==> src/rtl/div_pkg.sv <==
// Shared types and constants for the unsigned restoring divider.
package div_pkg;

    localparam int DEFAULT_WIDTH = 32;

    typedef enum logic [1:0] {
        IDLE = 2'd0,
        RUN  = 2'd1,
        DONE = 2'd2
    } div_state_t;

endpackage

==> src/rtl/div_datapath.sv <==
// Restoring-division datapath: 2*WIDTH working register, latched divisor, WIDTH+1-bit subtractor.
// One quotient bit per i_step; i_load takes priority over i_step.
module div_datapath
    import div_pkg::*;
#(
    parameter int WIDTH = DEFAULT_WIDTH
) (
    input  logic               clk,
    input  logic               rst,
    input  logic               i_load,
    input  logic               i_load_dz,
    input  logic               i_step,
    input  logic [WIDTH-1:0]   i_dividend,
    input  logic [WIDTH-1:0]   i_divisor,
    output logic [2*WIDTH-1:0] o_work
);

    logic [2*WIDTH-1:0] r_work;
    logic [WIDTH-1:0]   r_divisor;
    logic [WIDTH:0]     w_minuend;
    logic [WIDTH:0]     w_diff;
    logic               w_borrow;

    // Shifted upper half keeps the bit shifted out of the top, so divisors above
    // 2^(WIDTH-1) still compare correctly.
    assign w_minuend = r_work[2*WIDTH-1:WIDTH-1];
    assign w_diff    = w_minuend - {1'b0, r_divisor};
    assign w_borrow  = w_diff[WIDTH];
    assign o_work    = r_work;

    always_ff @(posedge clk or posedge rst) begin
        if (rst) begin
            r_work    <= '0;
            r_divisor <= '0;
        end else if (i_load) begin
            // Divide-by-zero preloads the final answer: remainder = dividend, quotient = all ones.
            r_work    <= i_load_dz ? {i_dividend, {WIDTH{1'b1}}} : {{WIDTH{1'b0}}, i_dividend};
            r_divisor <= i_divisor;
        end else if (i_step) begin
            if (!w_borrow)
                r_work <= {w_diff[WIDTH-1:0], r_work[WIDTH-2:0], 1'b1};
            else
                r_work <= {w_minuend[WIDTH-1:0], r_work[WIDTH-2:0], 1'b0};
        end
    end

endmodule

==> src/rtl/unsigned_divider.sv <==
// Unsigned WIDTH-bit divider: IDLE/RUN/DONE FSM and step counter driving div_datapath.
// Result valid WIDTH edges after an accepted start (one edge for divide-by-zero); starts during RUN are ignored.
module unsigned_divider
    import div_pkg::*;
#(
    parameter int WIDTH = DEFAULT_WIDTH
) (
    input  logic             clk,
    input  logic             rst,
    input  logic             start,
    input  logic [WIDTH-1:0] dividend_in,
    input  logic [WIDTH-1:0] divisor_in,
    output logic             busy,
    output logic             rdy,
    output logic [WIDTH-1:0] quotient,
    output logic [WIDTH-1:0] remainder,
    output logic             div_by_zero
);

    localparam int CNT_W = $clog2(WIDTH) + 1;

    div_state_t         r_state;
    div_state_t         w_next;
    logic [CNT_W-1:0]   r_cnt;
    logic               r_dz;
    logic               w_load;
    logic               w_load_dz;
    logic               w_step;
    logic [2*WIDTH-1:0] w_work;

    div_datapath #(.WIDTH(WIDTH)) u_datapath (
        .clk        (clk),
        .rst        (rst),
        .i_load     (w_load),
        .i_load_dz  (w_load_dz),
        .i_step     (w_step),
        .i_dividend (dividend_in),
        .i_divisor  (divisor_in),
        .o_work     (w_work)
    );

    always_ff @(posedge clk or posedge rst) begin
        if (rst) begin
            r_state <= IDLE;
            r_cnt   <= '0;
            r_dz    <= 1'b0;
        end else begin
            r_state <= w_next;
            if (w_load) begin
                r_cnt <= '0;
                r_dz  <= w_load_dz;
            end else if (w_step) begin
                r_cnt <= r_cnt + 1'b1;
            end
        end
    end

    always_comb begin
        w_next    = r_state;
        w_load    = 1'b0;
        w_load_dz = 1'b0;
        w_step    = 1'b0;
        case (r_state)
            IDLE, DONE: begin
                if (start) begin
                    w_load = 1'b1;
                    if (divisor_in == '0) begin
                        w_load_dz = 1'b1;
                        w_next    = DONE;
                    end else begin
                        w_next = RUN;
                    end
                end
            end
            RUN: begin
                w_step = 1'b1;
                if (r_cnt == CNT_W'(WIDTH - 1))
                    w_next = DONE;
            end
            default: w_next = IDLE;
        endcase
    end

    assign busy        = (r_state == RUN);
    assign rdy         = (r_state == DONE);
    assign quotient    = rdy ? w_work[WIDTH-1:0] : '0;
    assign remainder   = rdy ? w_work[2*WIDTH-1:WIDTH] : '0;
    assign div_by_zero = rdy & r_dz;

endmodule

==> config.mk <==
export PLATFORM = sky130hd
export DESIGN_NAME = unsigned_divider
export DESIGN_NICKNAME = d
export VERILOG_FILES = /design/src/rtl/div_pkg.sv /design/src/rtl/div_datapath.sv /design/src/rtl/unsigned_divider.sv
export SDC_FILE = /design/constraint.sdc
export NUM_CORES = 1
export LEC_CHECK = 0
export CAP_MARGIN = 15
export CORE_ASPECT_RATIO = 1.1
export CORE_MARGIN = 2
export CORE_UTILIZATION = 49
export CTS_BUF_LIST = sky130_fd_sc_hd__clkbuf_8
export CTS_CLUSTER_SIZE = 8
export DETAILED_ROUTE_END_ITERATION = 10
export PLACE_DENSITY = 0.81
export SLEW_MARGIN = 10
export SYNTH_ARGS = -nofsm -noshare
export SYNTH_HDL_FRONTEND = slang
export SYNTH_SLANG_ARGS = --single-unit
==> constraint.sdc <==
create_clock -name clk -period 3.6 [get_ports clk]
set_input_delay 0.72 -clock clk [delete_from_list [all_inputs] [get_ports clk]]
set_output_delay 0.72 -clock clk [all_outputs]
set_load 0.1 [all_outputs]
# Word level (Yosys, flattened, before mapping)
# Index checks and enable logic that the tools add are counted.
# op_classes
addsub	2
eq_ne	5
muxes	18
n_bitwise	1
n_reduce_logical	5
# op_table
operator	n
$mux 64	4
$mux 32	2
$sub 33x32->33	1
$logic_not 32->1	1
$mux 6	2
$add 6x1->6 const B	1
$eq 6x5->1 const B	1
$mux 1	6
$mux 2	3
$pmux 2 s2	1
$eq 2x1->1 const B	1
$eq 2x2->1 const B	1
$logic_not 2->1	1
$ne 2x1->1 const B	1
$ne 2x2->1 const B	1
$reduce_and 2->1	1
$reduce_bool 2->1	1
$reduce_or 2->1	1
$and 1x1->1	1
# totals
regBits	105
out_inout_bits	67
wordCells	36

# Depth between registers and ports, before layout
# Gate-level depths: netlist of run 1.
# depth
ltp_word	6
mapped_depth	14

# Hierarchy
# Synthesis of run 1 repeated with hierarchy kept, for this count alone.
# unflattened
cells_unflattened	789
area_unflattened_um2	7168.1
# modules_own_cells
mod	instances	cells_each	area_per_inst_um2
div_datapath	1	666	6231.0
unsigned_divider	1	123	937.1

# Worst setup path after synthesis of run 1
# No wires, ideal clock.
# synth_timing
kind	reg2out
start	register r_state[0]
end	output remainder[22]
t_arrival_ps	2416
required_ps	2880
path_slack_ps	464
stages_incl_launch_ff	4
path_cell_list	dfrtp_1 > nor2b_1 > clkbuf_1 > and2_1
# synth_between
elab_chain_len	2
# synth_lines
item	line	rtl
from (decl)	unsigned_divider.sv:22	div_state_t r_state;
from (signal assigned)	unsigned_divider.sv:48	r_state <= w_next;
$eq 2x2->1	unsigned_divider.sv:85	assign rdy = (r_state == DONE);
net rdy	unsigned_divider.sv:14	output logic rdy,
$mux 32	unsigned_divider.sv:87	assign remainder = rdy ? w_work[2*WIDTH-1:WIDTH] : '0;
to (decl)	unsigned_divider.sv:16	output logic [WIDTH-1:0] remainder,
# The timed path passes the listed nets, and every way through them passes these cells.

# Worst setup path in the final report of run 1
# layout_timing
start	register u_datapath.r_work[31], in the netlist u_datapath.o_work[31]
end	register u_datapath.r_work[39], in the netlist u_datapath.o_work[39]
# layout_between
elab_chain_len	4
# layout_lines
item	line	rtl
from (decl)	div_datapath.sv:18	logic [2*WIDTH-1:0] r_work;
from (signal assigned)	div_datapath.sv:37	r_work <= i_load_dz ? {i_dividend, {WIDTH{1'b1}}} : {{WIDTH{1'b0}}, i_dividend};
from (signal assigned)	div_datapath.sv:41	r_work <= {w_diff[WIDTH-1:0], r_work[WIDTH-2:0], 1'b1};
from (signal assigned)	div_datapath.sv:43	r_work <= {w_minuend[WIDTH-1:0], r_work[WIDTH-2:0], 1'b0};
$sub 33x32->33	div_datapath.sv:27	assign w_diff = w_minuend - {1'b0, r_divisor};
$mux 64	div_datapath.sv:40	if (!w_borrow)
$mux 64	div_datapath.sv:39	end else if (i_step) begin
$mux 64	div_datapath.sv:35	end else if (i_load) begin
# Every way passes these cells. The select of a mux whose other input is x is not followed.
# A chain may end at the register's enable or synchronous reset.

==> impl_metrics.env, run 1 <==
export IMPL_async_flop_share_pct=100
export IMPL_cts_clk_slew_worst_paths_ns=0.11
export IMPL_htreeDepth=3
export IMPL_first_pass_iters=6
export IMPL_syn_to_final_growth_pct=22.7
export IMPL_syn_inst=857
export IMPL_die_h_um=130
export IMPL_die_w_um=119
export IMPL_antenna_found_initial=0
export IMPL_wirelength_um=20700
export IMPL_r2r_cells=13
export IMPL_ys_warnings_count=0
export IMPL_syn_nets=958
export IMPL_status="completed"
export IMPL_holdPathStages=1
export IMPL_grt_total_usage_pct=26.8
export IMPL_finalSetupViolations=0
export IMPL_initial_core_util_pct=49.6
export IMPL_ir_worst_vdd_v=0.000538
export IMPL_cts_buffers=9
export IMPL_clock_sinks=105
export IMPL_p_leak_nw=3.85
export IMPL_worstSetupPathType="flop to flop"
export IMPL_antenna_cells=0
export IMPL_ant_nets=0
export IMPL_drc=0
export IMPL_synth_cell_types=60
export IMPL_worstHoldEndpoint="r_cnt[5]$_DFFE_PP0P_"
export IMPL_fin_nets=1064
export IMPL_clk_insertion_delay_late_ns=0.39
export IMPL_powerDensity_nw_per_um2=1100
export IMPL_crit_chain="inv_1, ha_1, fa_1, nand2b_1, a21o_1, a31oi_4, a221oi_2, o21a_1, or4_4, nand3_4, buf_12, mux2i_1, o21ai_1"
export IMPL_cpPeakStageDelay_ns=0.56
export IMPL_path_delay_family="simple AND/OR/NAND/NOR gates"
export IMPL_portBuffers=133
export IMPL_drive_gt1_share_pct=11.7
export IMPL_grt_max_degree=80
export IMPL_grt_pass1_wl_um=33300
export IMPL_critPathLaunchType="flop"
export IMPL_hold_path_class="flop to flop"
export IMPL_hold_start="r_cnt[5]$_DFFE_PP0P_"
export IMPL_timing_rr_start="u_datapath.o_work[31]$_DFFE_PP0P_"
export IMPL_worst_pin_slew_ns=0.730
export IMPL_viasPerCell=5.85
export IMPL_gp_congestion=0.910
export IMPL_yosysSeqAreaShare_pct=37.1
export IMPL_ys_seq_elements=105
export IMPL_synth_edf_count=0
export IMPL_final_max_slew_viol_count=0
export IMPL_synth_area_um2=7080
export IMPL_regToRegSetupSlack_ns=0.14
export IMPL_grt_pass1_vias=6313
export IMPL_final_cells=1160
export IMPL_holdBufCountCts=0
export IMPL_place_inst=1144
export IMPL_cp_slowest_cell="or4_4"
export IMPL_cts_tree="done"
export IMPL_synthFlopType="dfrtp_1"
export IMPL_cp_buffers_inverters=2
export IMPL_avgSynthCellArea_um2=8.26
export IMPL_cp_max_fo=13
export IMPL_cp_data_arrival_time_ns=3.71
export IMPL_hold_viol=0
export IMPL_grt_ovfl_total=0
export IMPL_layout_min_cycle_time_ns=3.46
export IMPL_rows=46
export IMPL_totalNegativeSetupSlack_ns=0
export IMPL_dp_hpwl_um=15400
export IMPL_endpoint_kind="flop"
export IMPL_drtIter0Drc=592
export IMPL_num_io_pins=134
export IMPL_root_buffer="clkbuf_8"
export IMPL_clk_path_buf_depth=2
export IMPL_nFillCells=1309
export IMPL_wl_per_cell_um=17.8
export IMPL_cap_violations=0
export IMPL_total_power_mw=9.59
export IMPL_r2r_end="u_datapath.o_work[39]$_DFFE_PP0P_"
export IMPL_vias=6788
export IMPL_finClkSkew_ns=0.0126
export IMPL_required_ns=3.86
export IMPL_hold_ws_ns=0.482
export IMPL_dieArea_um2=15400
export IMPL_rsz0062_at_grt="no"
export IMPL_max_slew_margin_rel_pct=51.3
export IMPL_core_area_um2=14300
export IMPL_max_freq_ghz=0.289
export IMPL_fin_crit_sh_pct=96.0
[worst max path at each step]
stage / startpoint / endpoint / cells after the start
CTS: u_datapath.o_work[31]$_DFFE_PP0P_ / u_datapath.o_work[39]$_DFFE_PP0P_ / 13
finish: u_datapath.o_work[31]$_DFFE_PP0P_ / u_datapath.o_work[39]$_DFFE_PP0P_ / 13
global route: u_datapath.o_work[31]$_DFFE_PP0P_ / u_datapath.o_work[54]$_DFFE_PP0P_ / 13
floorplan: rst / r_cnt[0]$_DFFE_PP0P_ / 1
detailed placement: u_datapath.o_work[31]$_DFFE_PP0P_ / u_datapath.o_work[39]$_DFFE_PP0P_ / 13
global placement: u_datapath.o_work[31]$_DFFE_PP0P_ / u_datapath.o_work[50]$_DFFE_PP0P_ / 13
[Yosys cell counts, types with 4 or more instances]
master	count	area share [%]
a211oi_1	11	1.2
a21o_1	7	0.74
a21oi_1	39	2.8
a22oi_1	18	1.9
a31oi_1	36	3.2
and2_1	68	6.0
buf_1	5	0.27
clkbuf_1	43	2.3
dfrtp_1	105	37
ha_1	33	5.8
inv_1	42	2.2
mux2i_1	26	3.7
nand2_1	127	6.7
nand2b_1	13	1.1
nand3_1	9	0.64
nand4_1	10	0.88
nor2_1	39	2.1
nor2b_1	5	0.44
nor3_1	41	2.9
nor4_1	9	0.79
o211ai_1	7	0.74
o21a_1	6	0.64
o21ai_0	54	3.8
o21ai_1	22	1.6
o31ai_1	4	0.42
or3_1	4	0.35
xnor2_1	13	1.6
xor2_1	14	1.7
[report_power, final]
group	switching [mW]	internal [mW]	leakage, nW
logic	3.65	2.74	2.47
registers	0.527	1.83	1.27
clock network	0.444	0.400	0.116
[worst register-to-register path: stages, from the launching register on]
cell	delay (ns)
dfrtp_1	0.39
inv_1	0.07
ha_1	0.21
fa_1	0.40
nand2b_1	0.18
a21o_1	0.22
a31oi_4	0.21
a221oi_2	0.11
o21a_1	0.24
or4_4	0.56
nand3_4	0.22
buf_12	0.20
mux2i_1	0.23
o21ai_1	0.09
[layout by cell type, fill, tap and decap left out, types with 4 or more instances in the layout]
| cell type | n |
|---|---|
| clkdlybuf4s50_1 | 66 |
| o21ai_0 | 54 |
| nand2_1 | 127 |
| mux2i_1 | 26 |
| a21oi_1 | 39 |
| nand4_1 | 10 |
| xor2_1 | 14 |
| xnor2_1 | 13 |
| a31oi_1 | 36 |
| nor3_1 | 40 |
| clkbuf_8 | 9 |
| o211ai_1 | 7 |
| buf_12 | 5 |
| a21o_1 | 7 |
| o21ai_1 | 22 |
| o21a_1 | 6 |
| nor2_1 | 38 |
| a22oi_1 | 18 |
| or3_1 | 4 |
| nor4_1 | 9 |
| nand3_1 | 9 |
| dfrtp_1 | 105 |
| buf_4 | 76 |
| o31ai_1 | 4 |
| ha_1 | 33 |
| and2_1 | 68 |
| nand2b_1 | 11 |
| a211oi_1 | 11 |
| inv_1 | 41 |
[registers in the layout, summed over array words and instances (netlist names)]
register and count:
u_datapath.o_work 64, u_datapath.r_divisor 32, r_state 2, r_cnt 6, r_dz 1
[layout make-up]
cell class              count  area (um^2)  area share [%]
well taps                 192          240            2.77
multi-input cells         657         4100            47.2
flip-flops and latches    105         2630            30.2
clock inverters             7         98.8            1.14
inverters                  43          164            1.89
repair buffers            147         1330            15.3
clock buffers               9          124            1.43
[per-layer routing]
metal / up-vias / part of all wire (%) / wire length (um) / global-route usage [%]
li1: 3237 / - / - / -
met1: 3216 / 44 / 9120 / 38.7
met2: 287 / 46 / 9490 / 41.9
met3: 48 / 7.4 / 1530 / 3.50
met4: 0 / 2.5 / 515 / 8.89
met5: - / 0 / 0 / 0
[metrics by stage]
stage | worst slack, ns | utilization [%] | cell area, um^2
floorplan | 0.119 | - | 7080
global placement | 0.234 | 59.2 | 8460
detailed placement | 0.111 | 59.2 | 8460
CTS | 0.0715 | 60.8 | 8680
global route | 0.00301 | 60.9 | 8690
finish | 0.144 | 60.9 | 8690
[cells by family (layout without fill, tap and decap cells)]
logic type	after synthesis	after routing	synth area share, %
compound gates	235	235	21.1
buf+inv	95	206	5.48
xor+xnor	27	27	3.34
simple gates	333	333	22.9
flops	105	105	37.1
fa+ha+maj	34	34	6.11
mux	28	28	3.99
[what timing repair did]
action / CTS / global route
buffers inserted: 0 / 0
setup endpoints to repair: 0 / 22
gates resized for setup: 0 / 1
(Power assumes the default switching activity.)
==> inputs of run 2 (changes only) <==
- GPL_ROUTABILITY_DRIVEN: default -> 0
==> impl_metrics.env, run 2 (same netlist as run 1, synthesis figures left out) <==
export IMPL_critPathLaunchType="flop"
export IMPL_first_pass_iters=7
export IMPL_ant_nets=0
export IMPL_worst_pin_slew_ns=0.866
export IMPL_syn_to_final_growth_pct=21.9
export IMPL_layout_min_cycle_time_ns=3.43
export IMPL_r2r_cells=13
export IMPL_max_freq_ghz=0.291
export IMPL_totalNegativeSetupSlack_ns=0
export IMPL_fin_nets=1064
export IMPL_clk_path_buf_depth=2
export IMPL_hold_path_class="flop to flop"
export IMPL_root_buffer="clkbuf_8"
export IMPL_regToRegSetupSlack_ns=0.17
export IMPL_hold_viol=0
export IMPL_final_common_cell="nand2_1"
export IMPL_grt_total_usage_pct=25.8
export IMPL_num_io_pins=134
export IMPL_fin_crit_sh_pct=95.3
export IMPL_initial_core_util_pct=49.6
export IMPL_required_ns=3.92
export IMPL_drive_gt1_share_pct=11.7
export IMPL_antenna_cells=0
export IMPL_cts_setup_buffers=0
export IMPL_die_h_um=130
export IMPL_grt_pass1_vias=6090
export IMPL_post_cts_resized=0
export IMPL_clock_sinks=105
export IMPL_wirelength_um=20300
export IMPL_r2r_end="u_datapath.o_work[33]$_DFFE_PP0P_"
export IMPL_dp_hpwl_um=15100
export IMPL_drtIter0Drc=525
export IMPL_cts_clk_slew_worst_paths_ns=0.11
export IMPL_intPower_mw=4.82
export IMPL_cts_tree="done"
export IMPL_p_sw_share_pct=48.7
export IMPL_final_cell_mix="nand2_1, dfrtp_1, buf_4"
export IMPL_antenna_found_initial=0
export IMPL_startpoint="u_datapath.o_work[31]$_DFFE_PP0P_"
export IMPL_power_net_switching_mw=4.57
export IMPL_cp_max_fo=18
export IMPL_status="completed"
export IMPL_finalSetupViolations=0
export IMPL_rsz0062_at_grt="no"
export IMPL_p_leak_nw=3.81
export IMPL_viasPerCell=5.86
export IMPL_pwr_share_comb_pct=67.9
export IMPL_grt_pass1_wl_um=31900
export IMPL_htreeDepth=3
export IMPL_cp_data_arrival_time_ns=3.75
export IMPL_finClkSkew_ns=0.0102
export IMPL_crit_end="u_datapath.o_work[33]$_DFFE_PP0P_"
export IMPL_drc=0
export IMPL_portBuffers=133
export IMPL_clk_insertion_delay_late_ns=0.38
export IMPL_worstSetupPathType="flop to flop"
export IMPL_pwr_share_seq_pct=24.8
export IMPL_holdBufCountCts=0
export IMPL_grt_max_degree=66
export IMPL_vias=6800
export IMPL_endpoint_kind="flop"
export IMPL_wl_per_cell_um=17.5
export IMPL_hold_start="r_dz$_DFFE_PP0P_"
export IMPL_ir_worst_vdd_v=0.000661
export IMPL_core_area_um2=14300
export IMPL_die_w_um=119
export IMPL_largest_reg_flops=64
export IMPL_timing_rr_start="u_datapath.o_work[31]$_DFFE_PP0P_"
export IMPL_dieArea_um2=15400
export IMPL_cts_buffers=9
export IMPL_total_power_mw=9.39
export IMPL_max_slew_margin_rel_pct=42.0
export IMPL_grt_ovfl_total=0
export IMPL_pwr_share_clk_pct=7.2
export IMPL_powerDensity_nw_per_um2=1090
export IMPL_cap_violations=0
export IMPL_final_max_slew_viol_count=0
export IMPL_rows=46
run 2: cell count changes in the layout (fill, tap and decap cells not counted), sizes merged:
| cell | delta |
|---|---|
| clkinvlp | +3 |
| bufinv | -2 |
| inv | -2 |
| buf | -1 |
| clkbuf | +1 |
| clkinv | +1 |
run 2: worst min-delay path by stage:
stage | depth (start not counted) | endpoint | slack (ns)
6_report | 1 | r_dz$_DFFE_PP0P_ | 0.48
5_1_grt | 1 | r_cnt[5]$_DFFE_PP0P_ | 0.50
4_1_cts | 1 | r_dz$_DFFE_PP0P_ | 0.48
3_5_place_dp | 1 | r_dz$_DFFE_PP0P_ | 0.46
3_3_place_gp | 1 | r_cnt[5]$_DFFE_PP0P_ | 0.45
2_1_floorplan | 1 | r_cnt[5]$_DFFE_PP0P_ | 0.44
run 2: power groups by stage:
stage               sequential [mW]  clock, mW  combinational (mW)
floorplan                      2.14          0                4.98
global placement               2.32          0                5.95
detailed placement             2.34          0                6.11
CTS                            2.32      0.692                6.15
global route                   2.39      0.730                7.02
finish                         2.33      0.681                6.38
run 2: metrics by stage:
stage | utilization [%] | setup slack [ns] | hold slack (ns) | cells | cell area, um^2
2_1_floorplan | - | 0.119 | 0.441 | 857 | 7080
3_3_place_gp | 59.1 | 0.273 | 0.454 | 1143 | 8440
3_5_place_dp | 59.1 | 0.194 | 0.458 | 1143 | 8440
4_1_cts | 60.3 | 0.154 | 0.483 | 1159 | 8610
5_1_grt | 60.5 | 0.0133 | 0.499 | 1160 | 8630
6_report | 60.5 | 0.169 | 0.485 | 1160 | 8630
run 2: per-layer routing:
metal	wire length (um)	global-route usage, %	up-vias	part of all wire, %
met1	9010	37.7	3250	44
met2	9290	39.5	274	46
met3	1470	3.06	40	7.3
li1	-	-	3236	-
met4	546	9.87	0	2.7
met5	0	0	-	0
run 2: final cells by class:
type | count | area [um^2]
fill | 1298 | 5640
sequential | 105 | 2630
clock buffer | 9 | 124
inverter | 43 | 164
tap | 192 | 240
multi-input combinational | 657 | 4090
clock inverter | 7 | 46.3
timing repair buffer | 147 | 1340
run 2: worst max-delay path, stage by stage (launching register included):
cell	delay (ns)
dfrtp_1	0.39
inv_1	0.07
ha_1	0.21
fa_1	0.40
nand2b_1	0.19
a21o_1	0.22
a31oi_4	0.20
a221oi_2	0.11
o21a_1	0.23
or4_4	0.54
nand3_2	0.14
buf_12	0.20
mux2_1	0.33
o21ai_1	0.11
==> inputs of run 3 (changes only) <==
- TNS_END_PERCENT: default -> 10
==> results of run 3 <==
The final DEF is identical to that of run 2; final timing and power are the same.
